`src/rtl/tick_seq_pkg.sv`:
```
// Shared types for the tick sequencer: FSM states, error-cause codes and an index-width helper.
package tick_seq_pkg;

  typedef enum logic [2:0] {
    IDLE  = 3'd0,
    ISSUE = 3'd1,
    WAIT  = 3'd2,
    DRAIN = 3'd3,
    HALT  = 3'd4
  } tick_state_e;

  localparam logic [1:0] CAUSE_NONE     = 2'b00;
  localparam logic [1:0] CAUSE_CORE     = 2'b01;
  localparam logic [1:0] CAUSE_WATCHDOG = 2'b10;

  // Index width that stays legal for a single-entry vector.
  function automatic int idx_width(input int n);
    return (n > 1) ? $clog2(n) : 1;
  endfunction

endpackage

```
`src/rtl/tick_sequencer_lowest_set_index.sv`:
```
// Priority encoder: index of the lowest set bit of vec_i, with a valid flag.
module lowest_set_index
  import tick_seq_pkg::*;
#(
  parameter int WIDTH = 4
) (
  input  logic [WIDTH-1:0]            vec_i,
  output logic [idx_width(WIDTH)-1:0] idx_o,
  output logic                        valid_o
);

  localparam int IDX_W = idx_width(WIDTH);

  // Scan from the top so the lowest set bit is the last one written.
  always_comb begin
    idx_o   = {IDX_W{1'b0}};
    valid_o = |vec_i;
    for (int i = WIDTH - 1; i >= 0; i--) begin
      if (vec_i[i]) begin
        idx_o = IDX_W'(i);
      end else begin
        idx_o = idx_o;
      end
    end
  end

endmodule

```
`src/rtl/tick_sequencer.sv`:
```
// Global tick pacer for a neuromorphic core grid: issues a tick, waits for busy to fall and
// routers to settle, then issues the next. Optional watchdog built with TICK_SEQ_WATCHDOG_EN.
module tick_sequencer
  import tick_seq_pkg::*;
#(
  parameter int NUM_CORES        = 4,
  parameter int TICK_COUNT_WIDTH = 16,
  parameter int MIN_TICK_PERIOD  = 300,
  parameter int SETTLE_CYCLES    = 4,
  parameter int WATCHDOG_CYCLES  = 65536
) (
  input  logic                                clk,
  input  logic                                rst,
  input  logic                                start,
  input  logic [TICK_COUNT_WIDTH-1:0]         num_ticks,
  input  logic                                stop,
  input  logic [NUM_CORES-1:0]                core_busy,
  input  logic [NUM_CORES-1:0]                core_idle,
  input  logic [NUM_CORES-1:0]                core_error,
  output logic                                tick,
  output logic [TICK_COUNT_WIDTH-1:0]         tick_index,
  output logic                                running,
  output logic                                done,
  output logic                                error,
  output logic [1:0]                          error_cause,
  output logic [idx_width(NUM_CORES)-1:0]     error_core
);

  localparam int TW = TICK_COUNT_WIDTH;
  localparam int CW = idx_width(NUM_CORES);
  localparam int PW = $clog2(MIN_TICK_PERIOD) + 1;
  localparam int SW = $clog2(SETTLE_CYCLES) + 1;
  localparam logic [PW-1:0] PERIOD_LAST = PW'(MIN_TICK_PERIOD - 1);
  localparam logic [SW-1:0] SETTLE_LAST = SW'(SETTLE_CYCLES);

  if (MIN_TICK_PERIOD < 1 || SETTLE_CYCLES < 1 || WATCHDOG_CYCLES < 1) begin : g_bad_params
    $error("tick_sequencer: MIN_TICK_PERIOD, SETTLE_CYCLES and WATCHDOG_CYCLES must be >= 1");
  end

  tick_state_e   state_q;
  logic [TW-1:0] num_ticks_q;
  logic [TW-1:0] tick_index_q;
  logic [PW-1:0] period_q;
  logic [SW-1:0] settle_q;
  logic          stop_pend_q;
  logic          tick_q;
  logic          running_q;
  logic          done_q;
  logic          error_q;
  logic [1:0]    cause_q;
  logic [CW-1:0] err_core_q;

  logic [CW-1:0] err_idx;
  logic          err_valid;
  logic [TW-1:0] tick_index_d;
  logic [PW-1:0] period_d;
  logic [SW-1:0] settle_d;
  logic          period_ready;
  logic          settle_done;
  logic          finish_now;
  logic          active;
  logic          wd_expire;

  lowest_set_index #(
    .WIDTH (NUM_CORES)
  ) u_err_enc (
    .vec_i   (core_error),
    .idx_o   (err_idx),
    .valid_o (err_valid)
  );

  // Next-value helpers for the counters and the end-of-run decision.
  always_comb begin
    tick_index_d = (tick_index_q == {TW{1'b1}}) ? tick_index_q : tick_index_q + TW'(1);
    period_ready = (period_q >= PERIOD_LAST);
    period_d     = period_ready ? period_q : period_q + PW'(1);
    settle_d     = (&core_idle) ? settle_q + SW'(1) : {SW{1'b0}};
    settle_done  = (&core_idle) && (settle_d == SETTLE_LAST);
    finish_now   = stop_pend_q | stop |
                   ((num_ticks_q != {TW{1'b0}}) && (tick_index_q == num_ticks_q));
    active       = (state_q == ISSUE) || (state_q == WAIT) || (state_q == DRAIN);
  end

`ifdef TICK_SEQ_WATCHDOG_EN
  localparam int WW = $clog2(WATCHDOG_CYCLES) + 1;
  logic [WW-1:0] wd_q;
  logic [WW-1:0] wd_d;

  assign wd_d      = wd_q + WW'(1);
  assign wd_expire = ((state_q == WAIT) || (state_q == DRAIN)) && (wd_d == WW'(WATCHDOG_CYCLES));

  // Per-tick timeout: restarts on every tick, runs while waiting on the grid.
  always_ff @(posedge clk or negedge rst) begin
    if (!rst) begin
      wd_q <= {WW{1'b0}};
    end else if (state_q == ISSUE) begin
      wd_q <= {WW{1'b0}};
    end else if ((state_q == WAIT) || (state_q == DRAIN)) begin
      wd_q <= wd_d;
    end else begin
      wd_q <= wd_q;
    end
  end
`else
  assign wd_expire = 1'b0;
`endif

  // Sequencer FSM; every output is a register updated alongside the state.
  always_ff @(posedge clk or negedge rst) begin
    if (!rst) begin
      state_q      <= IDLE;
      num_ticks_q  <= {TW{1'b0}};
      tick_index_q <= {TW{1'b0}};
      period_q     <= {PW{1'b0}};
      settle_q     <= {SW{1'b0}};
      stop_pend_q  <= 1'b0;
      tick_q       <= 1'b0;
      running_q    <= 1'b0;
      done_q       <= 1'b0;
      error_q      <= 1'b0;
      cause_q      <= CAUSE_NONE;
      err_core_q   <= {CW{1'b0}};
    end else begin
      tick_q <= 1'b0;
      done_q <= 1'b0;
      if (active && stop) begin
        stop_pend_q <= 1'b1;
      end
      if (active && (err_valid || wd_expire)) begin
        // A core error outranks both the watchdog and a completing settle.
        state_q    <= HALT;
        running_q  <= 1'b0;
        error_q    <= 1'b1;
        cause_q    <= err_valid ? CAUSE_CORE : CAUSE_WATCHDOG;
        err_core_q <= err_valid ? err_idx : {CW{1'b0}};
      end else begin
        case (state_q)
          IDLE: begin
            if (start) begin
              num_ticks_q  <= num_ticks;
              tick_index_q <= TW'(1);
              error_q      <= 1'b0;
              cause_q      <= CAUSE_NONE;
              err_core_q   <= {CW{1'b0}};
              stop_pend_q  <= 1'b0;
              tick_q       <= 1'b1;
              running_q    <= 1'b1;
              state_q      <= ISSUE;
            end else begin
              running_q <= 1'b0;
              state_q   <= IDLE;
            end
          end
          ISSUE: begin
            period_q <= {PW{1'b0}};
            state_q  <= WAIT;
          end
          WAIT: begin
            if (period_ready && !(|core_busy)) begin
              settle_q <= {SW{1'b0}};
              state_q  <= DRAIN;
            end else begin
              period_q <= period_d;
            end
          end
          DRAIN: begin
            if (settle_done) begin
              settle_q <= {SW{1'b0}};
              if (finish_now) begin
                done_q      <= 1'b1;
                running_q   <= 1'b0;
                stop_pend_q <= 1'b0;
                state_q     <= IDLE;
              end else begin
                tick_q       <= 1'b1;
                tick_index_q <= tick_index_d;
                state_q      <= ISSUE;
              end
            end else begin
              settle_q <= settle_d;
            end
          end
          HALT: begin
            if (start) begin
              error_q     <= 1'b0;
              cause_q     <= CAUSE_NONE;
              err_core_q  <= {CW{1'b0}};
              stop_pend_q <= 1'b0;
              state_q     <= IDLE;
            end else begin
              state_q <= HALT;
            end
          end
          default: begin
            running_q <= 1'b0;
            state_q   <= IDLE;
          end
        endcase
      end
    end
  end

  assign tick        = tick_q;
  assign tick_index  = tick_index_q;
  assign running     = running_q;
  assign done        = done_q;
  assign error       = error_q;
  assign error_cause = cause_q;
  assign error_core  = err_core_q;

endmodule

```
`config.mk`:
```
export PLATFORM = sky130hd
export DESIGN_NAME = tick_sequencer
export DESIGN_NICKNAME = d
export VERILOG_FILES = /design/src/rtl/tick_seq_pkg.sv /design/src/rtl/tick_sequencer_lowest_set_index.sv /design/src/rtl/tick_sequencer.sv
export SDC_FILE = /design/constraint.sdc
export NUM_CORES = 1
export LEC_CHECK = 0
export CAP_MARGIN = 20
export CELL_PAD_IN_SITES_DETAIL_PLACEMENT = 0
export CELL_PAD_IN_SITES_GLOBAL_PLACEMENT = 1
export CORE_UTILIZATION = 43
export CTS_BUF_LIST = sky130_fd_sc_hd__clkbuf_16
export DETAILED_ROUTE_END_ITERATION = 16
export HOLD_SLACK_MARGIN = 0.05
export PLACE_DENSITY = 0.84
export RECOVER_POWER = 100
export SLEW_MARGIN = 10
export SYNTH_ARGS = -nofsm -noshare
export SYNTH_HDL_FRONTEND = slang
export SYNTH_SLANG_ARGS = --single-unit
```
`constraint.sdc`:
```
create_clock -name clk -period 5.6 [get_ports clk]
set_input_delay 0.56 -clock clk [delete_from_list [all_inputs] [get_ports clk]]
set_output_delay 0.56 -clock clk [all_outputs]
set_load 0.02 [all_outputs]
```
## Word-level counts from Yosys, hierarchy flattened

Index checks and enable logic that the tools add are counted.

- Flip-flop bits (word level): 57
- Latch bits: 0
- Bits in writable memories: 0
- ROM bits: 0
- Input bits: 32
- Output and inout bits: 24
- Memories: 0

- Add/subtract/negate cells: 3
- Multiply operators: 0
- Div/mod/pow operators: 0
- Order comparisons: 1
- Equality and inequality tests: 18
- Shifts and indexed selects: 0
- Multiplexer cells: 51
- Bitwise operators: 3
- Reductions and logical operators: 27

Operator list:

| kind | count |
|---|---|
| $mux 16 | 4 |
| $pmux 16 s2 | 1 |
| $mux 1 | 21 |
| $mux 3 | 7 |
| $mux 10 | 2 |
| $mux 2 | 10 |
| $pmux 10 s2 | 1 |
| $add 16x1->16 const B | 1 |
| $eq 16x16->1 | 1 |
| $eq 16x16->1 const B | 1 |
| $reduce_bool 16->1 | 1 |
| $pmux 3 s5 | 1 |
| $ne 2x2->1 const B | 6 |
| $add 10x1->10 const B | 1 |
| $ge 10x9->1 const B | 1 |
| $reduce_bool 2->1 | 5 |
| $reduce_and 3->1 | 3 |
| $reduce_and 4->1 | 2 |
| $reduce_or 4->1 | 2 |
| $eq 3x2->1 const B | 2 |
| $eq 3x3->1 const B | 2 |
| $ne 3x2->1 const B | 2 |
| $pmux 3 s2 | 1 |
| $reduce_and 6->1 | 1 |
| other kinds (15) | 24 |

## Depth between registers and ports, before layout

Gate-level depths: netlist of run 1.

- Depth after elaboration: 9
- Depth in mapped cells: 9
- Gate-level depth less buffers: 7

## Modules after synthesis

From an unflattened synthesis of run 1, not the netlist that was laid out.

- Cell total of the unflattened synthesis: 341
- Area, all modules: 3020.4 µm²

Modules (own cells, without submodules):

| module | times used | cells each | area an instance (µm²) |
|---|---|---|---|
| tick_sequencer | 1 | 334 | 2985.4 |
| lowest_set_index | 1 | 7 | 35.0 |

## Worst setup path after synthesis of run 1

Ideal clock, no wire load.

- Kind: register -> register
- From: register settle_q[0]
- To: register tick_index_q[10], in the netlist tick_index[10]
- Library setup time: 78 ps
- Data arrival time: 2112 ps
- Data required time: 5522 ps
- Slack: 3410 ps
- Cell stages (with the launch flop): 9
- Cells stage by stage: dfrtp_1 -> ha_1 -> nand2b_1 -> nor4_4 -> o221a_4 -> buf_8 -> nand3_2 -> or3_1 -> a21oi_1

- Word-level cells in the longest chain between the ends: 6

Ends and longest elaborated chain:

| item | line | RTL |
|---|---|---|
| start: declaration | tick_sequencer.sv:44 | `logic [SW-1:0] settle_q;` |
| start signal: assignment | tick_sequencer.sv:115 | `settle_q <= {SW{1'b0}};` |
| start signal: assignment | tick_sequencer.sv:160 | `settle_q <= {SW{1'b0}};` |
| start signal: assignment | tick_sequencer.sv:168 | `settle_q <= {SW{1'b0}};` |
| $add 3x1->3 | tick_sequencer.sv:77 | `settle_d = (&core_idle) ? settle_q + SW'(1) : {SW{1'b0}};` |
| $mux 3 | tick_sequencer.sv:77 |  |
| $eq 3x3->1 | tick_sequencer.sv:78 | `settle_done = (&core_idle) && (settle_d == SETTLE_LAST);` |
| $logic_and 1x1->1 | tick_sequencer.sv:78 |  |
| $ne 2x2->1 (no line) | - |  |
| $reduce_and 6->1 (no line) | - |  |
| end signal: assignment | tick_sequencer.sv:113 | `tick_index_q <= {TW{1'b0}};` |
| end signal: assignment | tick_sequencer.sv:176 | `tick_index_q <= tick_index_d;` |
| end: declaration | tick_sequencer.sv:42 | `logic [TW-1:0] tick_index_q;` |

No other way between the ends.
A chain may end at the register's enable or synchronous reset.

## Worst setup path after layout of run 1

- From: input port start
- To: register tick_index_q[8], in the netlist tick_index[8]

- Word-level cells in the longest chain between the ends: 2

Ends and longest elaborated chain:

| item | line | RTL |
|---|---|---|
| start: declaration | tick_sequencer.sv:14 | `input logic start,` |
| $ne 2x2->1 (no line) | - |  |
| $reduce_and 6->1 (no line) | - |  |

No other way between the ends.

==> metrics.txt, run 1 <==
fill count=635; die height=87.6 µm; Crit. Startpoint=start; row count=30; Routed WL=7.09 mm; hold_ws=0.487 ns; I/O Pins=56; Cell Area, Placed=3740 µm²; Initial Utilization=45.4%; CP Launch Type=input port; most common cell after layout, fill and taps aside=nand2_1; max-cap check violation count=2; Syn Nets=380; worst-case clock buffer depth=2; largest net degree at the start of global routing=57; crit path cell chain=dlygate4sd3_1 > or3b_1 > nor2_1 > o221a_4 > nand4_1 > or4_1 > o21ai_0; actual slew at the worst max-slew pin=3.02 ns; sequential fraction of design power=44.6%; failing checks=max-capacitance violations, max-slew violations; sequential area share after synthesis=44.5%; Avg Synthesized Cell Area=9.13 µm²; core area=6940 µm²; post-route ant nets=0; Hold Vio Cnt, Final=0; RSZ-0062 raised after global routing=false; top_reg_cell synth=dfrtp_1; count of different cell masters after synthesis=56; total track usage=20.5%; DRC errors left=0; worst hold start=settle_q[1]; r2r setup slk=2.09 ns; Clock Sink Count=56; CTS Root Buffer Type=clkbuf_16; Routed WL per cell=14.4 µm; GRT overflow=0; Comb power frac=28.2%; CTS buffer count=5; final core utilization=55.8%; delay-heaviest family, CP=simple AND/OR/NAND/NOR gates; post-route cell area=3870 µm²; RR Startpoint=state_q[0]; switch share=33.8%; P per Cell Area=337 nW/µm²; CP Capture Type=register; Port Buffers=55; Worst-Skew Late Latency=0.29 ns; final setup fails=0; crit-path max cell delay=1.27 ns; FMAX=266 MHz; Switch Pwr=441 µW; CTS clk-pin slew, worst paths=0.07 ns; vias=2672; post_cts resized=0; initial DRC count=179; status=finished, violations left; slowest CP cell=nor2_1; internal power=864 µW; drt first pass iters=4; Post-CTS Hold Buffers=0; Post-CTS Setup Bufs=0; layout cells sized above 1=4.05%; YS warnings=0; critical path required time=5.81 ns; Post-synth EDFFs=0; max-slew violations=85; crit path kind=in2reg; initial antenna violation count=0; number of synthesized register bits=56; CTS tree=yes; ys async rst share=100%; most frequent cells in the layout=nand2_1 (76), dfrtp_1 (56), clkdlybuf4s50_1 (27), dlygate4sd3_1 (27), nor2_1 (20); vias in the first global route=2575; die width=87.6 µm; Cell Area, Synth=3150 µm²; Leakage=1.80 nW; Die ar.=7670 µm²; Buf/Inv on CP=1; Setup TNS Final=0 ns; H-tree levels=2; top cells by area, synth=dfrtp_1 (44%), nand2_1 (9.1%), xor2_1 (2.8%); placer congestion estimate=0.799; period utilisation layout=67.2%; area delta synth->final=22.9%; min Tclk post-route=3.76 ns; VDD IR max=156 µV; Post-Syn Instances=345; Synth top area share=44.5%; clock share of power=27.2%; via density per instance=5.44; n_diodes=0; NumNets Final=429; Yosys top cell by area=dfrtp_1; Slew Limit Headroom=-102%; critical-path maximum fanout=27; DP HPWL=5.08 mm; WP data arrival=3.97 ns; Worst Skew=0.00784 ns; Hold Crit Class=reg2reg; first-pass GRT wire length=12.3 mm
layout make-up:
| type | instances | area, µm² | share of cell area, % |
|---|---|---|---|
| timing repair buffer | 56 | 549 | 14.2 |
| clock buffer | 5 | 125 | 3.23 |
| clock inverter | 3 | 42.5 | 1.10 |
| sequential | 56 | 1400 | 36.2 |
| inverter | 4 | 15.0 | 0.388 |
| tap | 96 | 120 | 3.10 |
| multi-input combinational | 271 | 1620 | 41.8 |
synthesized netlist by cell type (2+ instances only):
master	count
nand4_1	12
nor2_1	19
o21ai_0	6
nand3_1	10
dfrtp_1	56
o21ai_1	9
nor4_4	2
mux2i_1	6
nor4_1	7
or3_1	5
o41ai_1	3
nor3_1	7
o21a_1	3
a21o_1	3
and4_1	4
inv_1	4
o31ai_1	4
xnor2_1	9
nand3b_1	2
a21oi_1	17
buf_2	3
nand2_1	76
and2_1	7
or2b_1	3
ha_1	3
xor2_1	10
or4_1	5
clkbuf_1	7
a31oi_1	4
o211ai_1	2
and3_1	4
nor2b_1	3
nand2b_1	7
tightest hold or removal path, stage by stage, from the launching register on:
cell and delay [ns]:
dfrtp_1 0.35, nand2_1 0.05, o41ai_1 0.05
metal layers:
layer  share of wire, %  vias to the layer above  global-route usage, %
li1                   -                     1335                      -
met2                 47                       60                   33.3
met1                 49                     1275                   28.6
met3                3.0                        2                   3.58
met4               0.49                        0                   4.92
met5                  0                        -                      0
worst paths after layout:
kind | endpoint | depth (start not counted)
min in group asynchronous | tick_index[4] | 2
max reg2reg | tick_index[8] | 6
min reg2reg | settle_q[1] | 2
min | settle_q[1] | 2
max | tick_index[8] | 7
max in group asynchronous | period_q[9] | 2
sequential cells by signal (all words and copies together), names as in the netlist:
| register | count |
|---|---|
| num_ticks_q | 16 |
| tick_index | 16 |
| period_q | 10 |
| settle_q | 3 |
| state_q | 3 |
| error_core | 2 |
| done | 1 |
| error | 1 |
| error_cause | 1 |
| running | 1 |
| stop_pend_q | 1 |
| tick | 1 |
power groups by stage:
stage	clock, mW	sequential [mW]	combinational [mW]
after floorplan	0	0.574	0.291
after global placement	0	0.592	0.381
after detailed placement	0	0.594	0.386
after CTS	0.362	0.587	0.388
after global routing	0.378	0.596	0.416
final	0.354	0.582	0.368
metrics by stage:
stage          worst slack [ns]  total power, mW  cells
2_1_floorplan              3.41            0.865    345
3_3_place_gp               2.61            0.973    483
3_5_place_dp               2.56            0.980    483
4_1_cts                    2.86             1.34    491
5_1_grt                    1.51             1.39    491
6_report                   1.84             1.31    491
cells by family after synthesis:
kind of cell             share of synthesized area, %
adder cells (fa/ha/maj)                          1.19
AND/OR/NAND/NOR                                  31.9
XOR/XNOR                                         5.28
flip-flops                                       44.5
buffers and inverters                            2.98
multiplexers                                     1.91
AO/OA/AOI/OAI                                    12.3
(Power assumes the default switching activity.)
==> inputs of run 2 (changes only) <==
Settings changed: CORE_UTILIZATION 43 to 40, PLACE_DENSITY 0.84 to 0.79.
Clock period 5.6 ns to 3.8 ns, I/O delays scaled along.
==> run 2 against run 1 <==
The flow still finishes with violations (max-capacitance violations, max-slew violations); design area decreased by 0.26%; clock-buffer cell count unchanged; setup slack got worse by 0.96 ns; core utilization decreased by 3.9 points; flip-flop and latch count unchanged; clock skew decreased by 0.0025 ns; global-route usage decreased by 2.2 points; hold slack got worse by 0.0066 ns; total power increased by 43%; combinational power increased by 50%; via count decreased by 0.49%; critical endpoint unchanged.
==> metrics.txt, run 2 (synthesized netlist as in run 1, its figures left out) <==
status=finished, violations left; failing checks=max-capacitance violations, max-slew violations; H-tree levels=2 (unchanged); Switch Pwr=659 µW (+49%); vias=2659 (-0.49%); die height=90.8 µm (+3.6%); CTS Root Buffer Type=clkbuf_16; worst-case clock buffer depth=2 (unchanged); post-route ant nets=0 (unchanged); Initial Utilization=42.3% (-3.1 points); critical-path maximum fanout=17 (-37%); Worst-Skew Late Latency=0.29 ns (about the same); actual slew at the worst max-slew pin=1.59 ns (-1.43 ns); most common cell after layout, fill and taps aside=nand2_1; final setup fails=0 (unchanged); core area=7450 µm² (+7.2%); Comb power frac=29.6% (+1.4 points); n_diodes=0 (unchanged); post_cts resized=0 (unchanged); most frequent cells in the layout=nand2_1 (76), dfrtp_1 (56), clkdlybuf4s50_1 (30); crit path cell chain=clkdlybuf4s50_1 > nor4_1 > nand2b_1 > o221a_4 > nand4_1 > or4_1 > o21ai_0; Setup TNS Final=0 ns (unchanged); Post-CTS Setup Bufs=0 (unchanged); Hold Crit Class=in2async; NumNets Final=429 (unchanged); CP Capture Type=register; min Tclk post-route=2.92 ns; max-slew violations=58 (-32%); placer congestion estimate=0.801 (+0.31%); GRT overflow=0 (unchanged); CTS buffer count=5 (unchanged); Worst Skew=0.00535 ns (-0.00249 ns); FMAX=343 MHz; Hold Vio Cnt, Final=0 (unchanged); initial DRC count=243 (+36%); post-route cell area=3860 µm² (-0.26%); vias in the first global route=2468 (-4.2%); DRC errors left=0 (unchanged); sequential fraction of design power=46.5% (+1.9 points); drt first pass iters=4 (unchanged); row count=31 (+3.3%); DP Worst Slack=0.936 ns (-1.62 ns); CP Launch Type=input port; Port Buffers=55 (unchanged); critical path required time=4.01 ns (-1.80 ns); first-pass GRT wire length=12.2 mm (-0.62%); P per Cell Area=483 nW/µm² (+43%); die width=90.8 µm (+3.6%); internal power=1.21 mW (+40%); Final Power=1.87 mW (+43%); I/O Pins=56 (unchanged); largest net degree at the start of global routing=33 (-42%); fin worst setup slack=0.880 ns (-0.958 ns); RSZ-0062 raised after global routing=false; Clock Sink Count=56 (unchanged); total track usage=18.3% (-2.2 points); hold_ws=0.480 ns (-0.00662 ns); Routed WL per cell=14.6 µm (+1.0%); crit-path max cell delay=0.91 ns (-0.36 ns); crit path kind=in2reg; via density per instance=5.38 (-1.1%); Slew Limit Headroom=-6.10% (+96 points); DP HPWL=5.29 mm (+4.1%); Leakage=1.80 nW (-0.36%); Die ar.=8240 µm² (+7.3%); period utilisation layout=76.8%; CTS clk-pin slew, worst paths=0.07 ns (about the same); initial antenna violation count=0 (unchanged); Routed WL=7.20 mm (+1.7%); layout cells sized above 1=4.05% (unchanged); WP data arrival=3.13 ns (-0.84 ns); slowest CP cell=nor4_1; clock share of power=24.0% (-3.2 points); switch share=35.3% (+1.5 points); VDD IR max=209 µV (+34%); Cell Area, Placed=3750 µm² (+0.10%); CTS tree=yes; Post-CTS Hold Buffers=0 (unchanged); area delta synth->final=22.6%; max-cap check violation count=2 (unchanged)
-- run 2: cell types whose count changed in the layout (fill, tap and decap cells not counted) --
cell and delta:
clkdlybuf4s50_1 +3, dlygate4sd3_1 -3, clkinv_2 +2, buf_2 -1
bufinv_16 -1, clkbuf_1 +1, clkinv_4 -1, nor2_1 -1
nor2_8 +1
-- run 2: stage by stage --
stage / utilization [%] / std cells
final: 51.9 / 494
after global placement: 50.3 / 486
after detailed placement: 50.3 / 486
after floorplan: - / 345
after global routing: 51.9 / 494
after CTS: 52.2 / 494
-- run 2: power by group through the flow --
| stage | logic (mW) | registers, mW | clock network [mW] |
|---|---|---|---|
| CTS | 0.575 | 0.866 | 0.464 |
| floorplan | 0.429 | 0.846 | 0 |
| finish | 0.552 | 0.867 | 0.447 |
| detailed placement | 0.572 | 0.878 | 0 |
| global route | 0.620 | 0.883 | 0.486 |
| global placement | 0.561 | 0.877 | 0 |
-- run 2: final cells by class --
type                            count  area (µm²)
Sequential cell                    56        1400
Timing Repair Buffer               56         548
Clock inverter                      3        13.8
Multi-Input combinational cell    271        1640
Fill cell                         723        3580
Inverter                            4        15.0
Clock buffer                        5         125
Tap cell                           99         124
-- run 2: worst paths after layout --
check	to	from	depth (start not counted)	slack [ns]
max	tick_index[8]	core_error[1]	7	0.88
min	tick_index[14]	rst	1	0.48
max reg2reg	tick_index[8]	state_q[0]	6	1.24
min reg2reg	error	error	2	0.50
max in group asynchronous	num_ticks_q[7]	rst	2	1.24
min in group clk	error	error	2	0.50
-- run 2: layer usage --
| metal | wire length [µm] | GRT usage, % |
|---|---|---|
| met5 | 0 | 0 |
| met4 | 61 | 5.51 |
| met3 | 187 | 2.19 |
| met2 | 3300 | 27.8 |
| met1 | 3650 | 27.1 |
-- run 2: worst max-delay path: cells and delay by family --
kind	cells	cell delay, ns
simple gates	4	1.84
compound gates	2	0.46
buf+inv	1	0.44
==> inputs of run 3 (changes only) <==
Settings changed: CORE_UTILIZATION 40 to 36, PLACE_DENSITY 0.79 to 0.75.
Clock period 3.8 ns to 2.45 ns, I/O delays scaled along.
==> run 3 against run 2 <==
The flow now finishes without violations; first-iteration DRC count is 47% lower; final cell count increased by 4.5%; non-clock buffer count increased by 17; register-to-register slack worse by 1.1 ns; clock power grew 52%; critical path type is now reg2reg; critical endpoint is now tick_index[0]; largest power group unchanged; highest routed layer unchanged.
==> metrics.txt, run 3 (synthesized netlist as in run 1, its figures left out) <==
Buf/Inv on CP=1 (unchanged); vias in the first global route=2612 (+5.8%); fill count=844 (+17%); area delta synth->final=26.0%; total track usage=17.9% (-0.40 points); P per Cell Area=741 nW/µm² (+53%); critical-path maximum fanout=12 (-5); post-route cell area=3970 µm² (+2.8%); Cell Area, Placed=3880 µm² (+3.6%); row count=33 (+6.5%); I/O Pins=56 (unchanged); Initial Utilization=37.8% (-4.5 points); slowest CP cell=dfrtp_1; hold_ws=0.355 ns (-0.126 ns); Worst-Skew Late Latency=0.29 ns (about the same); die height=95.6 µm (+5.3%); max-cap check violation count=0 (-2); GRT overflow=0 (unchanged); CP Capture Type=register; DP Worst Slack=0.0821 ns (-0.854 ns); drt first pass iters=4 (unchanged); DRC errors left=0 (unchanged); DP HPWL=5.63 mm (+6.5%); NumNets Final=446 (+4.0%); FMAX=432 MHz; min Tclk post-route=2.31 ns; r2r setup slk=0.14 ns (-1.10 ns); Post-CTS Setup Bufs=0 (unchanged); die width=95.6 µm (+5.3%); vias=2734 (+2.8%); first-pass GRT wire length=12.6 mm (+3.3%); worst-case clock buffer depth=2 (unchanged); VDD IR max=320 µV (+53%); n_diodes=0 (unchanged); crit path kind=reg2reg; post-route ant nets=0 (unchanged); initial DRC count=128 (-47%); Routed WL per cell=14.6 µm (+0.44%); Leakage=1.87 nW (+3.9%); H-tree levels=2 (unchanged); max-slew violations=0 (-100%); cell depth of the worst flop-to-flop path=7 (+1); fin worst setup slack=0.136 ns (-0.744 ns); status=finished clean; Setup TNS Final=0 ns (unchanged); Crit. Startpoint=settle_q[0]; layout cells sized above 1=6.57% (+2.5 points); Slew Limit Headroom=6.65% (+13 points); Hold Vio Cnt, Final=0 (unchanged); Worst Skew=0.00651 ns (+0.00117 ns); placer congestion estimate=0.823 (+2.7%); actual slew at the worst max-slew pin=1.40 ns (-0.191 ns); most frequent cells in the layout=nand2_1 (75), dfrtp_1 (56), clkdlybuf4s50_1 (30); final core utilization=47.6% (-4.3 points); Clock Sink Count=56 (unchanged); largest net degree at the start of global routing=57 (+73%); CTS tree=yes; crit-path max cell delay=0.41 ns (-0.50 ns); Die ar.=9130 µm² (+11%); initial antenna violation count=0 (unchanged); Reg area=1400 µm² (unchanged); final setup fails=0 (unchanged); CTS Root Buffer Type=clkbuf_16; delay-heaviest family, CP=simple AND/OR/NAND/NOR gates; RR Startpoint=settle_q[0]; most common cell after layout, fill and taps aside=nand2_1; Hold Crit Class=in2async; Routed WL=7.56 mm (+4.9%); crit path cell chain=ha_1 > nand2b_1 > nor4_4 > o221a_4 > clkbuf_1 > and4_1 > a21oi_1; CTS buffer count=5 (unchanged); WP data arrival=2.48 ns (-0.65 ns); core area=8340 µm² (+12%); RSZ-0062 raised after global routing=false; R2R Path End=tick_index[0]; WP depth=7 (unchanged); Port Buffers=55 (unchanged); via density per instance=5.30 (-1.6%); Multi-input gate area=1640 µm² (+0.46%); CTS clk-pin slew, worst paths=0.07 ns (about the same); CP Launch Type=register; critical path required time=2.61 ns (-1.40 ns); period utilisation layout=94.4%
[run 3: changes by cell type in the layout (fill, tap and decap cells not counted), moves of 2 or more]
cell	before	now
o21ai_0	11	8
clkbuf_2	0	2
o21ai_1	4	7
buf_4	0	8
clkbuf_1	2	8
[run 3: layout make-up]
cell class / instances / area share (%)
Sequential cell: 56 / 35.3
Inverter: 4 / 0.378
Tap cell: 105 / 3.31
Clock buffer: 5 / 3.15
Clock inverter: 2 / 0.221
Timing Repair Buffer: 73 / 16.3
Multi-Input combinational cell: 271 / 41.4
[run 3: what timing repair did]
| action | in CTS | in global routing |
|---|---|---|
| endpoints found under the setup margin | 0 | 2 |
| hold endpoints to repair | 0 | 0 |
| hold buffers | 0 | 0 |
| resized for setup | 0 | 2 |
[run 3: metal layers]
| layer | track usage [%] | wire (µm) | up-vias |
|---|---|---|---|
| li1 | - | - | 1364 |
| met1 | 24.9 | 3750 | 1324 |
| met2 | 28.6 | 3520 | 41 |
| met3 | 3.11 | 210 | 5 |
| met4 | 4.85 | 76 | 0 |
| met5 | 0 | 0 | - |
[run 3: worst max path at each step]
| stage | end | slack, ns |
|---|---|---|
| after floorplan | tick_index[10] | 0.26 |
| after global placement | tick_index[8] | 0.13 |
| after detailed placement | period_q[6] | 0.08 |
| after CTS | period_q[6] | 0.07 |
| after global routing | tick_index[8] | 0.01 |
| final | tick_index[0] | 0.14 |
[run 3: power breakdown]
part | internal, mW | switching (mW)
Combinational | 0.425 | 0.539
Sequential | 1.12 | 0.184
Clock | 0.368 | 0.311
[run 3: per-stage QoR]
| stage | std cells | total power, mW |
|---|---|---|
| 2_1_floorplan | 345 | 1.98 |
| 3_3_place_gp | 509 | 2.31 |
| 3_5_place_dp | 509 | 2.33 |
| 4_1_cts | 516 | 3.02 |
| 5_1_grt | 516 | 3.14 |
| 6_report | 516 | 2.94 |
